$ cat src/rtl/fan_buffer.sv
// fan_buffer: registered 1-to-N fanout, one holding slot per channel.
// Define FAN_TRISTATE_EN to float the data of empty channels (z).
`ifndef REG_WIDTH
`define REG_WIDTH 8
`endif

module fan_buffer #(
    parameter int SIGNAL_WIDTH = `REG_WIDTH,
    parameter int CHANNELS = 16,
    localparam int SEL_WIDTH = $clog2(CHANNELS)
) (
    input  logic                         clk,
    input  logic                         rst_n,
    input  logic [SIGNAL_WIDTH-1:0]      in,
    input  logic [SEL_WIDTH-1:0]         selector,
    input  logic                         in_valid,
    output logic                         in_ready,
    output logic [CHANNELS*SIGNAL_WIDTH-1:0] out,
    output logic [CHANNELS-1:0]          out_valid,
    input  logic [CHANNELS-1:0]          out_ack,
    output logic                         err,
    input  logic                         err_clr
);

    localparam int SEL_N = 1 << SEL_WIDTH;

    typedef enum logic {
        EMPTY = 1'b0,
        FULL  = 1'b1
    } state_t;

    state_t                  state_q [CHANNELS];
    state_t                  state_d [CHANNELS];
    logic [SIGNAL_WIDTH-1:0] data_q  [CHANNELS];
    logic [SIGNAL_WIDTH-1:0] data_d  [CHANNELS];
    logic                    err_q;
    logic                    err_d;

    logic [SEL_N-1:0]    sel_ok;
    logic [SEL_N-1:0]    sel_full;
    logic [SEL_N-1:0]    sel_ack;
    logic [CHANNELS-1:0] hit;
    logic                drop;
    logic                xfer;

    // Pad per-channel flags out to the full selector range so that
    // out-of-range indices read as "not a channel" instead of X.
    for (genvar i = 0; i < SEL_N; i++) begin : g_sel
        if (i < CHANNELS) begin : g_real
            assign sel_ok[i]   = 1'b1;
            assign sel_full[i] = (state_q[i] == FULL);
            assign sel_ack[i]  = out_ack[i];
        end else begin : g_pad
            assign sel_ok[i]   = 1'b0;
            assign sel_full[i] = 1'b0;
            assign sel_ack[i]  = 1'b0;
        end
    end

    assign drop     = !sel_ok[selector];
    assign in_ready = drop || !sel_full[selector] || sel_ack[selector];
    assign xfer     = in_valid && in_ready;

    always_comb begin
        err_d = err_q;
        for (int k = 0; k < CHANNELS; k++) begin
            hit[k]     = xfer && !drop && (selector == SEL_WIDTH'(k));
            state_d[k] = state_q[k];
            data_d[k]  = data_q[k];
            unique case (state_q[k])
                EMPTY: begin
                    if (hit[k]) begin
                        state_d[k] = FULL;
                        data_d[k]  = in;
                    end
                end
                FULL: begin
                    if (hit[k]) begin
                        data_d[k] = in;
                    end else if (out_ack[k]) begin
                        state_d[k] = EMPTY;
                    end
                end
                default: state_d[k] = EMPTY;
            endcase
        end
        if (err_clr) begin
            err_d = 1'b0;
        end
        if (xfer && drop) begin
            err_d = 1'b1;
        end
    end

    always_ff @(posedge clk or negedge rst_n) begin
        if (!rst_n) begin
            for (int k = 0; k < CHANNELS; k++) begin
                state_q[k] <= EMPTY;
                data_q[k]  <= '0;
            end
            err_q <= 1'b0;
        end else begin
            for (int k = 0; k < CHANNELS; k++) begin
                state_q[k] <= state_d[k];
                data_q[k]  <= data_d[k];
            end
            err_q <= err_d;
        end
    end

    for (genvar k = 0; k < CHANNELS; k++) begin : g_out
        assign out_valid[k] = (state_q[k] == FULL);
`ifdef FAN_TRISTATE_EN
        assign out[k*SIGNAL_WIDTH +: SIGNAL_WIDTH] =
            out_valid[k] ? data_q[k] : {SIGNAL_WIDTH{1'bz}};
`else
        assign out[k*SIGNAL_WIDTH +: SIGNAL_WIDTH] = data_q[k];
`endif
    end

    assign err = err_q;

endmodule

$ cat config.mk
export PLATFORM = sky130hd
export DESIGN_NAME = fan_buffer
export DESIGN_NICKNAME = d
export VERILOG_FILES = /design/src/rtl/fan_buffer.sv
export SDC_FILE = /design/constraint.sdc
export NUM_CORES = 1
export LEC_CHECK = 0
export CAP_MARGIN = 20
export CORE_MARGIN = 1.5
export CORE_UTILIZATION = 36
export CTS_CLUSTER_DIAMETER = 120
export DETAILED_ROUTE_END_ITERATION = 8
export PLACE_DENSITY = 0.6
export SLEW_MARGIN = 40
export SYNTH_ARGS = -nofsm -noshare
export SYNTH_HDL_FRONTEND = slang
export SYNTH_SLANG_ARGS = --single-unit
$ cat constraint.sdc
create_clock -name clk -period 6.83 [get_ports clk]
set_input_delay 1.0245 -clock clk [delete_from_list [all_inputs] [get_ports clk]]
set_output_delay 1.0245 -clock clk [all_outputs]
set_load 0.1 [all_outputs]
# Word level (Yosys, flattened, before mapping)
# Memories as Yosys holds them, arrays and structs flattened.
# Index checks and enable logic that the tools add are counted.
[totals]
reg_bits = 145
romBits = 16
output_inout_bits = 146
word_cells = 178
n_memories = 1
[op_classes]
n_lt_le_gt_ge = 1
eq_ne = 15
mux = 87
n_bitwise = 16
n_reduce_logical = 25
[mem_list]
columns = ["memory", "words", "word_bits", "rd", "rd_clocked_by_memory_dff", "wr", "line", "rtl"]
rows = [
  ["(no name shown)", 16, 1, 1, 0, 0, "60", "assign drop = !sel_ok[selector];"],
]
[op_table]
columns = ["op", "count"]
rows = [
  ["$mux W8", 16],
  ["$mux W1", 53],
  ["$eq A4 B4 Y1 const B", 8],
  ["$pmux W1 S2", 16],
  ["$logic_and A1 B1 Y1", 19],
  ["$eq A4 B3 Y1 const B", 4],
  ["$not A1 Y1", 16],
  ["$bmux W1 S4", 2],
  ["$eq A4 B2 Y1 const B", 2],
  ["$lt A4 B5 Y1 const B", 1],
  ["$eq A4 B1 Y1 const B", 1],
  ["$logic_not A4 Y1", 1],
  ["$logic_not A1 Y1", 2],
  ["$logic_or A1 B1 Y1", 2],
  ["$reduce_bool A2 Y1", 1],
]

# Logic depth before layout (Yosys ltp)
[depth]
depth_word = 10
mapped_depth = 7
ltp_nobuf = 4

# Worst setup path after synthesis
# Ideal clock, no wire load.
[synth_path]
path_kind = "input-to-output"
from = "input port selector[1]"
to = "output port in_ready"
arrival_time_ns = 3.642
setup_slack_ns = 2.164
stages = 6
cell_sequence = "buf_6 buf_12 mux4_2 mux2i_4 nor2_1 a21oi_1"
[synth_via]
elab_chain_len = 5
[synth_rtl]
columns = ["element", "line", "rtl"]
rows = [
  ["from (decl)", "15", "input logic [SEL_WIDTH-1:0] selector,"],
  ["$mem_v2 Z16 W1 / $bmux W1 S4 (equally long branches)", "-", ""],
  ["$mux W1 (on tied branches)", "60, 61", ""],
  ["$logic_not A1 Y1 (on tied branches)", "60, 61", ""],
  ["$logic_or A1 B1 Y1", "61", "assign in_ready = drop || !sel_full[selector] || sel_ack[selector];"],
  ["$logic_or A1 B1 Y1 *", "61", ""],
  ["to (decl)", "17", "output logic in_ready,"],
]
# Mark *: on every way between the ends. The rest lies on a longest branch, timed or not. The select of a mux whose other input is x is not followed.

# Worst setup path after layout
# Ends and elaborated chain as after synthesis.

==> run_results.csv <==
group,metric,value,unit
status,status,"completed",
route,vias,3815,
grt,antenna_found_initial,0,
route,drt_first_pass_iters,4,
synthesis,synth_top_area_share,60.6,%
setup_path,cp-end-kind,"primary output",
layout,antenna_cells,0,
grt,grt_max_degree,86,
die,initial_utilization,37.2,%
timing,finalCritPeriodShare,69.4,%
worst_hold_path,whs_path_depth,1,
timing,max_freq,0.211,GHz
clock_tree,cts.sinks,144,
layout,drive_gt1_share,59.0,%
synthesis,netlist_area,5950,um2
clock_tree,clock_path_buffers,2,
timing,setup_viol,0,
clock_tree,htreeDepth,4,
setup_path,rr_startpoint,"out_valid[3]$_DFF_PN0_",
setup_path,reg2reg_to,"out[23]$_DFFE_PN0P_",
clock_tree,ctsHoldBuffers,0,
layout,area_growth,30.1,%
clock_tree,cts_inserted_buffers,17,
setup_path,r2r_slack,4.27,ns
layout,layout_common_cells,"buf_2 (145), dfrtp_1 (144), mux2_2 (130), clkdlybuf4s50_1 (29), clkbuf_16 (17)",
setup_path,reg2regPathDepth,5,
synthesis,synth.largest_area_cell,"dfrtp_1",
synthesis,synth_fa_ha_area_share,0,%
worst_hold_path,hold_end,"out[88]$_DFFE_PN0P_",
die,die_h,132,um
place,dp_hpwl,11000,um
route,wl_per_cell,19.8,um
timing,fin_tns_setup,0,ns
synthesis,synth_mux_area_share,29.0,%
timing,finalHoldViolations,0,
die,design.core.area,16000,um2
setup_path,crit_type,"in -> out",
die,pin_count,178,
timing,fin_crit,4.74,ns
setup_path,crit_path_start_kind,"primary input",
synthesis,synth_top_family_by_area,"multiplexers",
timing,finClkSkew,0.00686,ns
worst_hold_path,hp-class,"reg -> reg",
route,postRouteAntennaNets,0,
timing,maxSlewViolCount,0,
clock_tree,cts_tree,"built",
synthesis,synth_compound_area_share,5.24,%
place,io_buffers,175,
timing,hold_ws,0.498,ns
synthesis,seq_area_frac_synth,60.6,%
synthesis,ys_ff_latch,144,
timing,slew_headroom,49.3,%
synthesis,ys_types,37,
synthesis,yosysWarningCount,0,
timing,rsz0062_at_grt,"no",
setup_path,worstPathMaxFanout,15,
setup_path,cp.arrival,3.71,ns
layout,mostFrequentLayoutCell,"buf_2",
die,die_area,17300,um2
layout,layout.nets,589,
clock_tree,cts_resized,0,
die,core.rowCount,46,
route,route.detailed.drc,0,
die,die_w,132,um
route,viasPerCell,4.87,
synthesis,synth_nets,407,
timing,tightestPinTransition,0.761,ns
worst_hold_path,min_from,"out[88]$_DFFE_PN0P_",
synthesis,avgSynthCellArea,15.9,um2
clock_tree,root_buffer,"clkbuf_16",
synthesis,synth_top_cells_by_area,"dfrtp_1 (61%), mux2_2 (25%), mux4_1 (2.2%)",
clock_tree,cts.clk_slew.worst_paths,0.05,ns
grt,gr-usage-all-layers,18.4,%
grt,grt_pass1_wl,24100,um
synthesis,synthXorXnorAreaFrac,0,%
route,routed_wirelength,15500,um
grt,grt.overflow.total,0,
synthesis,syn_inst,375,
place,place_congestion,0.783,
clock_tree,clk_latency,0.41,ns
grt,grt_pass1_vias,4057,
run,drv_cap,0,
clock_tree,cts_setup_buffers,0,
synthesis,yosys.area_share.simple,1.96,%
route,drt_iter0_markers,144,
setup_path,worstPathRequired,5.81,ns
## per-stage QoR
step / utilization, % / cell area (um2) / worst slack, ns / std cells
final: 48.3 / 7730 / 2.09 / 784
after detailed placement: 44.8 / 7160 / 2.11 / 754
after global routing: 48.3 / 7730 / 1.94 / 784
after CTS: 48.3 / 7730 / 2.11 / 784
after global placement: 49.1 / 7860 / 1.42 / 751
after floorplan: - / 5950 / 2.16 / 375
## registers in the layout, summed over array words and instances (netlist names)
| signal | flops |
|---|---|
| out | 128 |
| out_valid | 16 |
## worst max-delay path, cell delays in order
cell	delay [ns]
clkdlybuf4s50_1	0.89
mux4_1	0.68
mux2i_4	0.38
nor2_1	0.08
a21oi_1	0.19
buf_2	0.46
## cells in the mapped netlist
master	number
dfrtp_1	144
mux2_2	130
inv_1	16
o21ai_0	10
clkbuf_1	8
nor2_1	8
o21ai_2	8
mux4_1	5
a2111oi_4	3
a21o_1	3
a21o_2	3
buf_2	3
mux4_2	3
nand3b_1	3
a21oi_2	2
and4_1	2
buf_6	2
clkbuf_8	2
nand2_1	2
a21oi_1	1
and3b_1	1
buf_12	1
buf_4	1
conb_1	1
inv_2	1
mux2_4	1
mux2i_1	1
mux2i_2	1
mux2i_4	1
nand2b_1	1
nand3_1	1
nor2b_1	1
nor3_1	1
nor3b_1	1
o2111ai_2	1
o211a_1	1
o211ai_2	1
## cell type report
type | count | area [um2]
Fill cell | 1486 | 8270
Sequential cell | 144 | 3600
Multi-Input combinational cell | 197 | 2160
Timing Repair Buffer | 180 | 1070
Clock buffer | 20 | 457
Tap cell | 216 | 270
Clock inverter | 10 | 113
Inverter | 17 | 63.8
## metal layers
layer / global-route usage (%) / vias up / wire length (um)
met4: 5.56 / 0 / 159
li1: - / 1712 / -
met1: 23.2 / 1983 / 6620
met3: 5.36 / 11 / 821
met5: 0 / - / 0
met2: 30.7 / 109 / 7910
## worst max-delay path by stage
| stage | start | endpoint | slack [ns] | depth (start not counted) |
|---|---|---|---|---|
| finish | selector[1] | in_ready | 2.09 | 6 |
| global route | selector[1] | in_ready | 1.94 | 6 |
| CTS | selector[1] | in_ready | 2.11 | 6 |
| detailed placement | selector[1] | in_ready | 2.11 | 6 |
| global placement | selector[1] | in_ready | 1.42 | 6 |
| floorplan | selector[1] | in_ready | 2.16 | 6 |
## cells by family (layout without fill, tap and decap cells)
family	Yosys count	in the layout
AOI/OAI and AO/OA	33	33
buffers and inverters	34	227
DFF	144	144
muxes	142	142
other	1	1
and+or+nand+nor	21	21
Power is not shown: default switching activity piles up to over one toggle a cycle in this logic, so the estimate is an artifact.
